## config.mk

```make
export PLATFORM = sky130hd
export DESIGN_NAME = tea_cipher
export DESIGN_NICKNAME = d
export VERILOG_FILES = /design/src/rtl/tea_pkg.sv /design/src/rtl/tea_round.sv /design/src/rtl/tea_cipher.sv
export SDC_FILE = /design/constraint.sdc
export NUM_CORES = 1
export LEC_CHECK = 0
export ABC_CLOCK_PERIOD_IN_PS = 24500
export CAP_MARGIN = 25
export CORE_MARGIN = 2
export CORE_UTILIZATION = 63
export DETAILED_ROUTE_END_ITERATION = 16
export PLACE_DENSITY = 0.88
export SLEW_MARGIN = 20
export SYNTH_ARGS = -nofsm -noshare
export SYNTH_HDL_FRONTEND = slang
export SYNTH_SLANG_ARGS = --single-unit
```

## constraint.sdc

```tcl
create_clock -name clk -period 24.5 [get_ports clk]
set_clock_uncertainty 0.05 [all_clocks]
set_input_delay 3.675 -clock clk [delete_from_list [all_inputs] [get_ports clk]]
set_output_delay 3.675 -clock clk [all_outputs]
set_load 0.01 [all_outputs]
```

## src/rtl/tea_pkg.sv

```systemverilog
// Shared constants and the controller state type for the iterative TEA engine.
package tea_pkg;

  localparam int unsigned TEA_WORD_SIZE    = 32;
  localparam int unsigned TEA_ROUND_NUMBER = 32;
  localparam logic [31:0] TEA_DELTA        = 32'h9e3779b9;

  typedef enum logic [1:0] {
    IDLE = 2'd0,
    LOAD = 2'd1,
    RUN  = 2'd2,
    DONE = 2'd3
  } tea_state_e;

endpackage

```

## src/rtl/tea_round.sv

```systemverilog
// One full TEA cycle (both half-rounds chained) as pure combinational logic.
// Optional TEA_DECRYPT_EN adds the inverse cycle selected by decrypt_i.
module tea_round
  import tea_pkg::*;
#(
  parameter int unsigned            WORD_SIZE = TEA_WORD_SIZE,
  parameter logic [WORD_SIZE-1:0]   DELTA     = WORD_SIZE'(TEA_DELTA)
) (
  input  logic [WORD_SIZE-1:0] v0_i,
  input  logic [WORD_SIZE-1:0] v1_i,
  input  logic [WORD_SIZE-1:0] sum_i,
  input  logic [WORD_SIZE-1:0] k0_i,
  input  logic [WORD_SIZE-1:0] k1_i,
  input  logic [WORD_SIZE-1:0] k2_i,
  input  logic [WORD_SIZE-1:0] k3_i,
`ifdef TEA_DECRYPT_EN
  input  logic                 decrypt_i,
`endif
  output logic [WORD_SIZE-1:0] v0_o,
  output logic [WORD_SIZE-1:0] v1_o,
  output logic [WORD_SIZE-1:0] sum_o
);

  function automatic logic [WORD_SIZE-1:0] tea_mix(
    input logic [WORD_SIZE-1:0] v,
    input logic [WORD_SIZE-1:0] ka,
    input logic [WORD_SIZE-1:0] kb,
    input logic [WORD_SIZE-1:0] s
  );
    tea_mix = ((v << 3'd4) + ka) ^ (v + s) ^ ((v >> 3'd5) + kb);
  endfunction

  logic [WORD_SIZE-1:0] sum_enc_s;
  logic [WORD_SIZE-1:0] v0_enc_s;
  logic [WORD_SIZE-1:0] v1_enc_s;

  // Encryption uses the updated sum and feeds the new v0 into the v1 half-round.
  assign sum_enc_s = sum_i + DELTA;
  assign v0_enc_s  = v0_i + tea_mix(v1_i, k0_i, k1_i, sum_enc_s);
  assign v1_enc_s  = v1_i + tea_mix(v0_enc_s, k2_i, k3_i, sum_enc_s);

`ifdef TEA_DECRYPT_EN
  logic [WORD_SIZE-1:0] sum_dec_s;
  logic [WORD_SIZE-1:0] v0_dec_s;
  logic [WORD_SIZE-1:0] v1_dec_s;

  // Decryption undoes the halves in reverse order with the current sum.
  assign v1_dec_s  = v1_i - tea_mix(v0_i, k2_i, k3_i, sum_i);
  assign v0_dec_s  = v0_i - tea_mix(v1_dec_s, k0_i, k1_i, sum_i);
  assign sum_dec_s = sum_i - DELTA;

  assign v0_o  = decrypt_i ? v0_dec_s  : v0_enc_s;
  assign v1_o  = decrypt_i ? v1_dec_s  : v1_enc_s;
  assign sum_o = decrypt_i ? sum_dec_s : sum_enc_s;
`else
  assign v0_o  = v0_enc_s;
  assign v1_o  = v1_enc_s;
  assign sum_o = sum_enc_s;
`endif

endmodule

```

## src/rtl/tea_cipher.sv

```systemverilog
// One-shot iterative TEA engine: capture, one cycle per clock, sticky result.
// Optional macro TEA_DECRYPT_EN adds the iDecrypt input for TEA decryption.
module tea_cipher
  import tea_pkg::*;
#(
  parameter int unsigned          WORD_SIZE    = TEA_WORD_SIZE,
  parameter logic [WORD_SIZE-1:0] DELTA        = WORD_SIZE'(TEA_DELTA),
  parameter int unsigned          ROUND_NUMBER = TEA_ROUND_NUMBER
) (
  input  logic                 clk,
  input  logic                 rst,
  input  logic [WORD_SIZE-1:0] iV0,
  input  logic [WORD_SIZE-1:0] iV1,
  input  logic [WORD_SIZE-1:0] iK0,
  input  logic [WORD_SIZE-1:0] iK1,
  input  logic [WORD_SIZE-1:0] iK2,
  input  logic [WORD_SIZE-1:0] iK3,
`ifdef TEA_DECRYPT_EN
  input  logic                 iDecrypt,
`endif
  output logic [WORD_SIZE-1:0] oC0,
  output logic [WORD_SIZE-1:0] oC1,
  output logic                 oDone
);

  localparam int unsigned    CW       = $clog2(ROUND_NUMBER + 1);
  localparam logic [CW-1:0]  LAST_CNT = CW'(ROUND_NUMBER - 1);
`ifdef TEA_DECRYPT_EN
  localparam logic [WORD_SIZE-1:0] DEC_SUM = WORD_SIZE'(DELTA * ROUND_NUMBER);
  logic dec_q, dec_d;
`endif

  tea_state_e state_q, state_d;
  logic [WORD_SIZE-1:0] v0_q, v0_d, v1_q, v1_d, sum_q, sum_d;
  logic [WORD_SIZE-1:0] k0_q, k0_d, k1_q, k1_d, k2_q, k2_d, k3_q, k3_d;
  logic [WORD_SIZE-1:0] oc0_q, oc0_d, oc1_q, oc1_d;
  logic                 done_q, done_d;
  logic [CW-1:0]        cnt_q, cnt_d;
  logic [WORD_SIZE-1:0] rnd_v0_s, rnd_v1_s, rnd_sum_s;

  tea_round #(
    .WORD_SIZE (WORD_SIZE),
    .DELTA     (DELTA)
  ) u_round (
    .v0_i      (v0_q),
    .v1_i      (v1_q),
    .sum_i     (sum_q),
    .k0_i      (k0_q),
    .k1_i      (k1_q),
    .k2_i      (k2_q),
    .k3_i      (k3_q),
`ifdef TEA_DECRYPT_EN
    .decrypt_i (dec_q),
`endif
    .v0_o      (rnd_v0_s),
    .v1_o      (rnd_v1_s),
    .sum_o     (rnd_sum_s)
  );

  // State register.
  always_ff @(posedge clk) begin
    if (rst) begin
      state_q <= IDLE;
    end else begin
      state_q <= state_d;
    end
  end

  // Next-state logic; LOAD is a single spacer cycle so the result lands R+1 edges after capture.
  always_comb begin
    state_d = state_q;
    case (state_q)
      IDLE:    state_d = LOAD;
      LOAD:    state_d = RUN;
      RUN:     state_d = (cnt_q == LAST_CNT) ? DONE : RUN;
      DONE:    state_d = DONE;
      default: state_d = IDLE;
    endcase
  end

  // Datapath and output next-values for each state.
  always_comb begin
    v0_d   = v0_q;
    v1_d   = v1_q;
    sum_d  = sum_q;
    k0_d   = k0_q;
    k1_d   = k1_q;
    k2_d   = k2_q;
    k3_d   = k3_q;
    cnt_d  = cnt_q;
    oc0_d  = oc0_q;
    oc1_d  = oc1_q;
    done_d = done_q;
`ifdef TEA_DECRYPT_EN
    dec_d  = dec_q;
`endif
    case (state_q)
      IDLE: begin
        v0_d   = iV0;
        v1_d   = iV1;
        k0_d   = iK0;
        k1_d   = iK1;
        k2_d   = iK2;
        k3_d   = iK3;
        cnt_d  = {CW{1'b0}};
        oc0_d  = {WORD_SIZE{1'b0}};
        oc1_d  = {WORD_SIZE{1'b0}};
        done_d = 1'b0;
`ifdef TEA_DECRYPT_EN
        dec_d  = iDecrypt;
        if (iDecrypt) begin
          sum_d = DEC_SUM;
        end else begin
          sum_d = {WORD_SIZE{1'b0}};
        end
`else
        sum_d  = {WORD_SIZE{1'b0}};
`endif
      end
      LOAD: begin
        cnt_d = {CW{1'b0}};
      end
      RUN: begin
        v0_d  = rnd_v0_s;
        v1_d  = rnd_v1_s;
        sum_d = rnd_sum_s;
        cnt_d = cnt_q + CW'(1);
        if (cnt_q == LAST_CNT) begin
          oc0_d  = rnd_v0_s;
          oc1_d  = rnd_v1_s;
          done_d = 1'b1;
        end else begin
          oc0_d  = {WORD_SIZE{1'b0}};
          oc1_d  = {WORD_SIZE{1'b0}};
          done_d = 1'b0;
        end
      end
      DONE: begin
        done_d = 1'b1;
      end
      default: begin
        done_d = 1'b0;
      end
    endcase
  end

  // Datapath and output registers; reset clears everything, aborting any run.
  always_ff @(posedge clk) begin
    if (rst) begin
      v0_q   <= {WORD_SIZE{1'b0}};
      v1_q   <= {WORD_SIZE{1'b0}};
      sum_q  <= {WORD_SIZE{1'b0}};
      k0_q   <= {WORD_SIZE{1'b0}};
      k1_q   <= {WORD_SIZE{1'b0}};
      k2_q   <= {WORD_SIZE{1'b0}};
      k3_q   <= {WORD_SIZE{1'b0}};
      cnt_q  <= {CW{1'b0}};
      oc0_q  <= {WORD_SIZE{1'b0}};
      oc1_q  <= {WORD_SIZE{1'b0}};
      done_q <= 1'b0;
`ifdef TEA_DECRYPT_EN
      dec_q  <= 1'b0;
`endif
    end else begin
      v0_q   <= v0_d;
      v1_q   <= v1_d;
      sum_q  <= sum_d;
      k0_q   <= k0_d;
      k1_q   <= k1_d;
      k2_q   <= k2_d;
      k3_q   <= k3_d;
      cnt_q  <= cnt_d;
      oc0_q  <= oc0_d;
      oc1_q  <= oc1_d;
      done_q <= done_d;
`ifdef TEA_DECRYPT_EN
      dec_q  <= dec_d;
`endif
    end
  end

  assign oC0   = oc0_q;
  assign oC1   = oc1_q;
  assign oDone = done_q;

endmodule

```

# --- Yosys cells after proc, flatten, opt, wreduce, memory -nomap -nowiden ---
# Cells that the tools add are included.
op_classes:
  n_mul: 0
  order_cmp: 0
  muxes: 12
  bitwise: 4
  reduce_logical: 5
  n_addsub: 10
  div_mod_pow: 0
  n_shift: 0
  eq_ne: 4
op_table:
  columns: ["cell", "count"]
  rows:
  - ["32-bit case mux with 2 select lines", 5]
  - ["32-bit adder", 6]
  - ["32-bit bitwise XOR", 4]
  - ["27-bit by 32-bit adder with 32-bit output", 2]
  - ["32-bit 2-to-1 mux", 2]
  - ["32-bit adder (second input constant)", 1]
  - ["6-bit case mux with 2 select lines", 1]
  - ["2-bit case mux with 4 select lines", 1]
  - ["6-bit by 1-bit adder with 6-bit output (second input constant)", 1]
  - ["6-bit by 5-bit == test with 1-bit output (second input constant)", 1]
  - ["2-bit == test (second input constant)", 2]
  - ["2-bit nonzero test", 2]
  - ["1-bit case mux with 3 select lines", 1]
  - ["3-bit nonzero test", 1]
  - ["2-bit by 1-bit == test with 1-bit output (second input constant)", 1]
  - ["2-bit zero test", 1]
  - ["1-bit 2-to-1 mux", 2]
  - ["2-bit OR reduction", 1]
word_totals:
  mem_bits_rw: 0
  out_inout_bits: 65
  ff_bits: 297
  rom_bits: 0
  latch_bits: 0
  n_memories: 0

# --- Logic depth before layout (Yosys ltp) ---
# Gate-level depths: netlist (run 1).
depth:
  word_depth: 11
  mapped_depth: 49
  depth_no_buf: 48

# --- Cells and area by module ---
# A second synthesis (run 1) with hierarchy kept.
hier_totals:
  cells_unflattened: 2726
  area_unflattened_um2: 23199.8
by_module_without_submodules:
  columns: ["module", "cells_each", "n_inst", "area_each_um2"]
  rows:
  - ["tea_round", 1637, 1, 12568.3]
  - ["tea_cipher", 1089, 1, 10631.4]

# --- Least setup slack after synthesis (run 1) ---
# No wires, ideal clock.
synth_timing:
  path_kind: "reg-to-reg"
  start: "reg sum_q[3]"
  end: "reg oc1_q[31], in the netlist oC1[31]"
  slack_ps: 15491
  t_arrival_ps: 8842
  path_stages_with_launch: 42
  required_time_ps: 24333
  path_cell_list: "dfxtp_1 > or3_4 > o21a_1 > nor3_1 > nor2_1 > or3_1 > xnor2_1 > ha_1 > xor2_1 > xnor2_1 > xnor2_1 > xnor2_1 > xnor2_1 > ha_1 > o21a_1 > a21oi_1 > o22ai_1 > nor3_1 > (+6 left out) > nor3b_1 > a41oi_1 > nand2_1 > a21o_1 > a21oi_1 > xnor2_1 > xnor2_1 > xnor2_1 > ha_1 > and2_1 > a221oi_1 > o21ai_0 > a2111oi_2 > o21ai_0 > xnor2_1 > xnor2_1 > xnor2_1 > a32o_1"
synth_via:
  elab_chain_len: 11
  word_cells_on_any_way: 13
  cone_classes: "add/sub: 7; mux: 2; bitwise: 4"
synth_rtl:
  columns: ["item", "line_no", "text"]
  rows:
  - ["start, declared", "tea_cipher.sv:34", "logic [WORD_SIZE-1:0] v0_q, v0_d, v1_q, v1_d, sum_q, sum_d;"]
  - ["start signal, assigned", "tea_cipher.sv:152", "sum_q <= {WORD_SIZE{1'b0}};"]
  - ["start signal, assigned", "tea_cipher.sv:167", "sum_q <= sum_d;"]
  - ["32-bit adder *", "tea_round.sv:38", "assign sum_enc_s = sum_i + DELTA;"]
  - ["32-bit adder", "tea_round.sv:30", "tea_mix = ((v << 3'd4) + ka) ^ (v + s) ^ ((v >> 3'd5) + kb);"]
  - ["32-bit bitwise XOR (2 in series)", "tea_round.sv:30", null]
  - ["32-bit adder", "tea_round.sv:39", "assign v0_enc_s = v0_i + tea_mix(v1_i, k0_i, k1_i, sum_enc_s);"]
  - ["32-bit adder", "tea_round.sv:30", null]
  - ["32-bit bitwise XOR", "tea_round.sv:30", null]
  - ["32-bit bitwise XOR *", "tea_round.sv:30", null]
  - ["32-bit adder *", "tea_round.sv:40", "assign v1_enc_s = v1_i + tea_mix(v0_enc_s, k2_i, k3_i, sum_enc_s);"]
  - ["32-bit 2-to-1 mux *", "tea_cipher.sv:128", "if (cnt_q == LAST_CNT) begin"]
  - ["32-bit case mux with 2 select lines *", "tea_cipher.sv:97", "case (state_q)"]
  - ["end signal, assigned", "tea_cipher.sv:159", "oc1_q <= {WORD_SIZE{1'b0}};"]
  - ["end, declared", "tea_cipher.sv:36", "logic [WORD_SIZE-1:0] oc0_q, oc0_d, oc1_q, oc1_d;"]
# Mark *: on every way between the ends. The rest lies on a longest branch, timed or not.
# A chain may end at the register's enable or synchronous reset.

# --- Worst setup path after layout (run 1) ---
# Same ends and word-level chain as after synthesis.

==> results of run 1 <==
## final cells by class
class / instances / area [um2]
fill: 2811 / 9200
multi-input combinational: 2460 / 16700
clock buffer: 41 / 863
sequential: 297 / 5950
inverter: 67 / 251
clock inverter: 17 / 226
timing repair buffer: 285 / 2790
tap: 468 / 586
## state kept, by name, indices dropped and copies added, names as in the netlist
signal / flops
oC1: 32
state_q: 2
k1_q: 32
v0_q: 32
k2_q: 32
sum_q: 32
k3_q: 32
oC0: 32
cnt_q: 6
k0_q: 32
oDone: 1
v1_q: 32
## tightest hold or removal path: stages, from the launching register on
cell and delay [ns]:
dfxtp_1 0.31, nand2_1 0.05, a21oi_1 0.06
## layer usage
metal	vias to the layer above	part of all wire [%]
met5	-	0
met4	0	3.3
met1	11000	42
met3	186	11
met2	1261	44
li1	10900	-
## stage by stage
| step | utilization, % | setup slack (ns) |
|---|---|---|
| CTS | 74.8 | 13.32 |
| global placement | 71.8 | 13.55 |
| floorplan | - | 15.49 |
| detailed placement | 71.8 | 13.37 |
| global route | 74.8 | 12.51 |
| finish | 74.8 | 13.05 |
## layout by cell type, fill, tap and decap left out, drive strengths merged, types with 25 or more instances in the layout
| cell type | n |
|---|---|
| a211oi | 38 |
| a21o | 135 |
| a21oi | 363 |
| a22oi | 56 |
| buf | 27 |
| clkbuf | 42 |
| clkdlybuf4s50 | 257 |
| dfxtp | 297 |
| ha | 250 |
| inv | 68 |
| mux2i | 29 |
| nand2 | 401 |
| nand2b | 25 |
| nand3 | 37 |
| nor2 | 261 |
| nor3 | 45 |
| o21a | 36 |
| o21ai | 107 |
| o21bai | 26 |
| xnor2 | 309 |
| xor2 | 75 |
## worst paths after layout
| path | startpoint | to | slack (ns) | cells after the start |
|---|---|---|---|---|
| max | sum_q[3]$_SDFFE_PP0P_ | oC1[31]$_SDFFE_PP0P_ | 13.05 | 41 |
| min | oDone$_SDFFE_PP0P_ | oDone$_SDFFE_PP0P_ | 0.41 | 2 |
| max reg2reg | sum_q[3]$_SDFFE_PP0P_ | oC1[31]$_SDFFE_PP0P_ | 13.05 | 41 |
| min reg2reg | oDone$_SDFFE_PP0P_ | oDone$_SDFFE_PP0P_ | 0.41 | 2 |
## cell families (layout without fill, tap and decap cells)
| group | after synthesis | in the layout | share of synthesized area (%) |
|---|---|---|---|
| and+or+nand+nor | 875 | 875 | 16.2 |
| muxes | 29 | 29 | 1.25 |
| DFF | 297 | 297 | 25.6 |
| AOI/OAI and AO/OA | 913 | 913 | 25.2 |
| adders and majority gates | 258 | 258 | 14.1 |
| buffers and inverters | 181 | 410 | 2.96 |
| xor gates and xnor gates | 385 | 385 | 14.7 |
==> results.json, run 1 <==
{
  "synth_fp_nets": 3390,
  "numPortBuffers": 258,
  "hold_buffers": 0,
  "cts_tree": "built",
  "worstPathArrival_ns": 11.88,
  "use_met2_pct": 62.3,
  "cts_resized": 0,
  "crit_buf_inv": 0,
  "drt_pass1_iterations": 7,
  "outcome": "finished, final reports clean",
  "routabilityCongestion": 1.01,
  "fmax_ghz": 0.0873,
  "whs_ns": 0.414,
  "clock_tree.root_cell": "clkbuf_16",
  "grt_pass1_wl_mm": 120,
  "relSlewSlack_pct": 32.4,
  "grt_pass1_vias": 22300,
  "synth_ff_type": "dfxtp_1",
  "fin_setup_tns_ns": 0,
  "numCtsBuffers": 31,
  "place_inst": 3577,
  "endpoint_kind": "flip-flop",
  "synth.distinct_cells": 81,
  "crit_family": "compound AO/OA/AOI/OAI gates",
  "maxCapViolCount": 0,
  "diodes": 0,
  "drc": 0,
  "synth_top_area_share_pct": 25.6,
  "layout.cells.non_filler": 3635,
  "htreeDepth": 1,
  "clkTransAtPathRegs_ns": 0.06,
  "row_count": 70,
  "rsz0062_at_grt": "false",
  "slew_viol_final": 0,
  "vias": 23300,
  "synthTopCellsByCount": "nand2_1 (401), a21oi_1 (362), xnor2_1 (305), dfxtp_1 (297), nor2_1 (261)",
  "avgRoutedWirePerCell_um": 21.4,
  "die_area_um2": 38500,
  "synthArstFlopShare_pct": 0,
  "cts.path.max_buffers": 3,
  "use_met1_pct": 54.9,
  "ant_nets": 0,
  "period_minus_slack_ns": 11.45,
  "required_ns": 24.93,
  "synthTopCellsByArea": "dfxtp_1 (26%), ha_1 (13%), xnor2_1 (11%), a21oi_1 (7.8%), nand2_1 (6.5%)",
  "yosys.area.top_type": "dfxtp_1",
  "area_growth_pct": 17.5,
  "cp_common_cell": "xnor2_1",
  "setup_viol": 0,
  "start_kind": "flip-flop",
  "top_usage_layer": "met2",
  "first_iter_violations": 2343,
  "ios": 259,
  "syn-cell-area_um2": 23300,
  "syn_inst": 2938,
  "cp_slowest_cell": "a211oi_1",
  "tightest_slew_ns": 1.01,
  "drive_gt1_share_pct": 3.66,
  "met3_usage_pct": 6.00,
  "min_period_over_period_pct": 46.7,
  "post_cts_buffers": 0,
  "min_path_type": "flip-flop to flip-flop",
  "yosys_warnings": 0,
  "criticalPathCategory": "flip-flop to flip-flop",
  "clk-insertion-delay-late_ns": 0.61,
  "antenna_found_initial": 0,
  "grt-ovfl-total": 0,
  "cts.sinks": 297,
  "wl_mm": 77.8,
  "grt_max_degree": 109,
  "nets": 3594,
  "yosysMostFrequentCell": "nand2_1",
  "synth_edf_count": 0,
  "report.final.hold_viol_count": 0,
  "core_um2": 36500,
  "cpPeakStageDelay_ns": 0.58,
  "path_max_fanout": 6,
  "die_w_um": 196,
  "yosysSeqAreaShare_pct": 25.6,
  "die-height_um": 196,
  "fin_area_um2": 27300,
  "synth_seq_cells": 297,
  "place_hpwl_mm": 58.7,
  "place_area_um2": 26200,
  "start_util_pct": 63.7,
  "routed_via_density": 6.41,
  "gr-usage-all-layers_pct": 39.2,
  "syn_avg_cell_area_um2": 7.92
}
Power of run 1 is left out: the tool's default activity adds up to more than one toggle a clock period on the data nets, which glitch-free logic cannot reach.
==> inputs of run 2 (changes only) <==
ABC_CLOCK_PERIOD_IN_PS = 10780   (was 24500)
CORE_UTILIZATION = 58   (was 63)
PLACE_DENSITY = 0.82   (was 0.88)
clock period = 10.78 ns   (was 24.5 ns; I/O delays follow)
==> run 2 against run 1 <==
Net effect: die area grew 8.4%; register-to-register slack lost 13 ns; final cell count grew 2.1%; global-route usage shrank 3.0 points; setup slack lost 13 ns.
==> results.json, run 2 (same netlist as run 1, synthesis figures left out) <==
{
  "area_growth_pct": 19.6,
  "fin_area_um2": 27800,
  "first_iter_violations": 2528,
  "worstHoldEndpoint": "k2_q[26]$_SDFFE_PP0P_",
  "die_w_um": 204,
  "clk-insertion-delay-late_ns": 0.57,
  "core_um2": 39600,
  "htreeDepth": 2,
  "drive_gt1_share_pct": 4.93,
  "mostFrequentLayoutCells": "nand2_1 (400), a21oi_1 (359), xnor2_1 (299), dfxtp_1 (295), nor2_1 (258)",
  "layout.cells.non_filler": 3712,
  "place_hpwl_mm": 58.1,
  "drc": 0,
  "routabilityCongestion": 0.994,
  "worstHoldStart": "k2_q[26]$_SDFFE_PP0P_",
  "hold_depth": 2,
  "cp_common_cell": "xnor2_1",
  "criticalPathCategory": "flip-flop to flip-flop",
  "cts.sinks": 297,
  "cts_tree": "built",
  "use_met1_pct": 50.4,
  "r2r_end": "oC1[31]$_SDFFE_PP0P_",
  "rr_startpoint": "sum_q[3]$_SDFFE_PP0P_",
  "avgRoutedWirePerCell_um": 20.8,
  "path_max_fanout": 6,
  "cpPeakStageDelay_ns": 0.50,
  "met3_usage_pct": 5.12,
  "drt_pass1_iterations": 9,
  "min_period_over_period_pct": 96.9,
  "maxCapViolCount": 0,
  "routed_via_density": 6.24,
  "cts.path.max_buffers": 3,
  "whs_ns": 0.412,
  "outcome": "finished, final reports clean",
  "use_met2_pct": 56.6,
  "reg2reg_depth": 44,
  "top_usage_layer": "met2",
  "nets": 3612,
  "diodes": 0,
  "die_area_um2": 41700,
  "grt-ovfl-total": 0,
  "cp_slowest_cell": "a2111oi_0",
  "grt_max_degree": 116,
  "clock_tree.root_cell": "clkbuf_16",
  "fmax_ghz": 0.0957,
  "antenna_found_initial": 0,
  "r2r_setup_slack_ns": 0.33,
  "final_util_pct": 70.2,
  "tightest_slew_ns": 1.04,
  "grt_pass1_wl_mm": 119,
  "endpoint_kind": "flip-flop",
  "start_kind": "flip-flop",
  "clkTransAtPathRegs_ns": 0.06,
  "ios": 259,
  "relSlewSlack_pct": 30.4,
  "layout_commonest_cell": "nand2_1",
  "period_minus_slack_ns": 10.45,
  "numCtsBuffers": 35,
  "start_util_pct": 58.7,
  "vias": 23200,
  "row_count": 73,
  "place_area_um2": 26400,
  "required_ns": 11.17,
  "wl_mm": 77.4,
  "ant_nets": 0,
  "gr-usage-all-layers_pct": 36.2,
  "setup_viol": 0,
  "die-height_um": 204,
  "report.final.hold_viol_count": 0,
  "slew_viol_final": 0,
  "numPortBuffers": 258,
  "min_path_type": "flip-flop to flip-flop",
  "grt_pass1_vias": 22300,
  "place_inst": 3647,
  "worstPathArrival_ns": 10.84
}
==> run 2: cell types whose count changed in the layout (fill, tap and decap cells not counted), sizes merged <==
cell      change
buf          +14
bufinv        +2
clkbuf        +4
clkinv        -4
clkinvlp      +1
inv           +3
==> run 2: how the worst max path moves through the flow <==
stage | start | end | slack (ns) | cells past startpoint
3_5_place_dp | sum_q[3]$_SDFFE_PP0P_ | oC1[31]$_SDFFE_PP0P_ | 0.02 | 45
3_3_place_gp | sum_q[3]$_SDFFE_PP0P_ | oC1[31]$_SDFFE_PP0P_ | 0.40 | 45
5_1_grt | sum_q[3]$_SDFFE_PP0P_ | oC1[31]$_SDFFE_PP0P_ | -0.08 | 44
4_1_cts | sum_q[3]$_SDFFE_PP0P_ | oC1[31]$_SDFFE_PP0P_ | 0.02 | 44
2_1_floorplan | sum_q[3]$_SDFFE_PP0P_ | oC1[31]$_SDFFE_PP0P_ | 1.77 | 41
6_report | sum_q[3]$_SDFFE_PP0P_ | oC1[31]$_SDFFE_PP0P_ | 0.33 | 44
==> run 2: metrics by stage <==
| stage | setup TNS, ns | setup slack [ns] |
|---|---|---|
| global placement | 0 | 0.400 |
| CTS | 0 | 0.0176 |
| global route | -0.126 | -0.0753 |
| floorplan | 0 | 1.77 |
| detailed placement | 0 | 0.0208 |
| finish | 0 | 0.334 |
==> run 2: routing by layer <==
metal	vias up	share of wire [%]
li1	10900	-
met1	10900	43
met2	1218	44
met3	171	9.8
met4	0	3.5
met5	-	0
==> run 2: final cells by class <==
class,count,area (um2)
Clock buffer,45,945
Clock inverter,19,300
Fill cell,3194,11800
Inverter,67,251
Multi-Input combinational cell,2460,16800
Sequential cell,297,5950
Tap cell,525,657
Timing Repair Buffer,299,2920
==> run 2: what timing repair did <==
item / 4_1_cts / 5_1_grt
hold buffers: 0 / 0
setup buffers: 0 / 1
pin swaps: 0 / 5
endpoints found under the hold margin: 0 / 0
gates resized for setup: 1 / 29
setup endpoints to repair: 3 / 17
==> run 2: critical path, delay by kind of cell, from the launching register on <==
family	cells	cell delay, ns
fa+ha+maj	4	1.49
compound gates	16	3.85
buf+inv	3	0.26
flops	1	0.37
xor+xnor	10	2.34
simple gates	11	1.97
Power of run 2 is left out for the same reason.
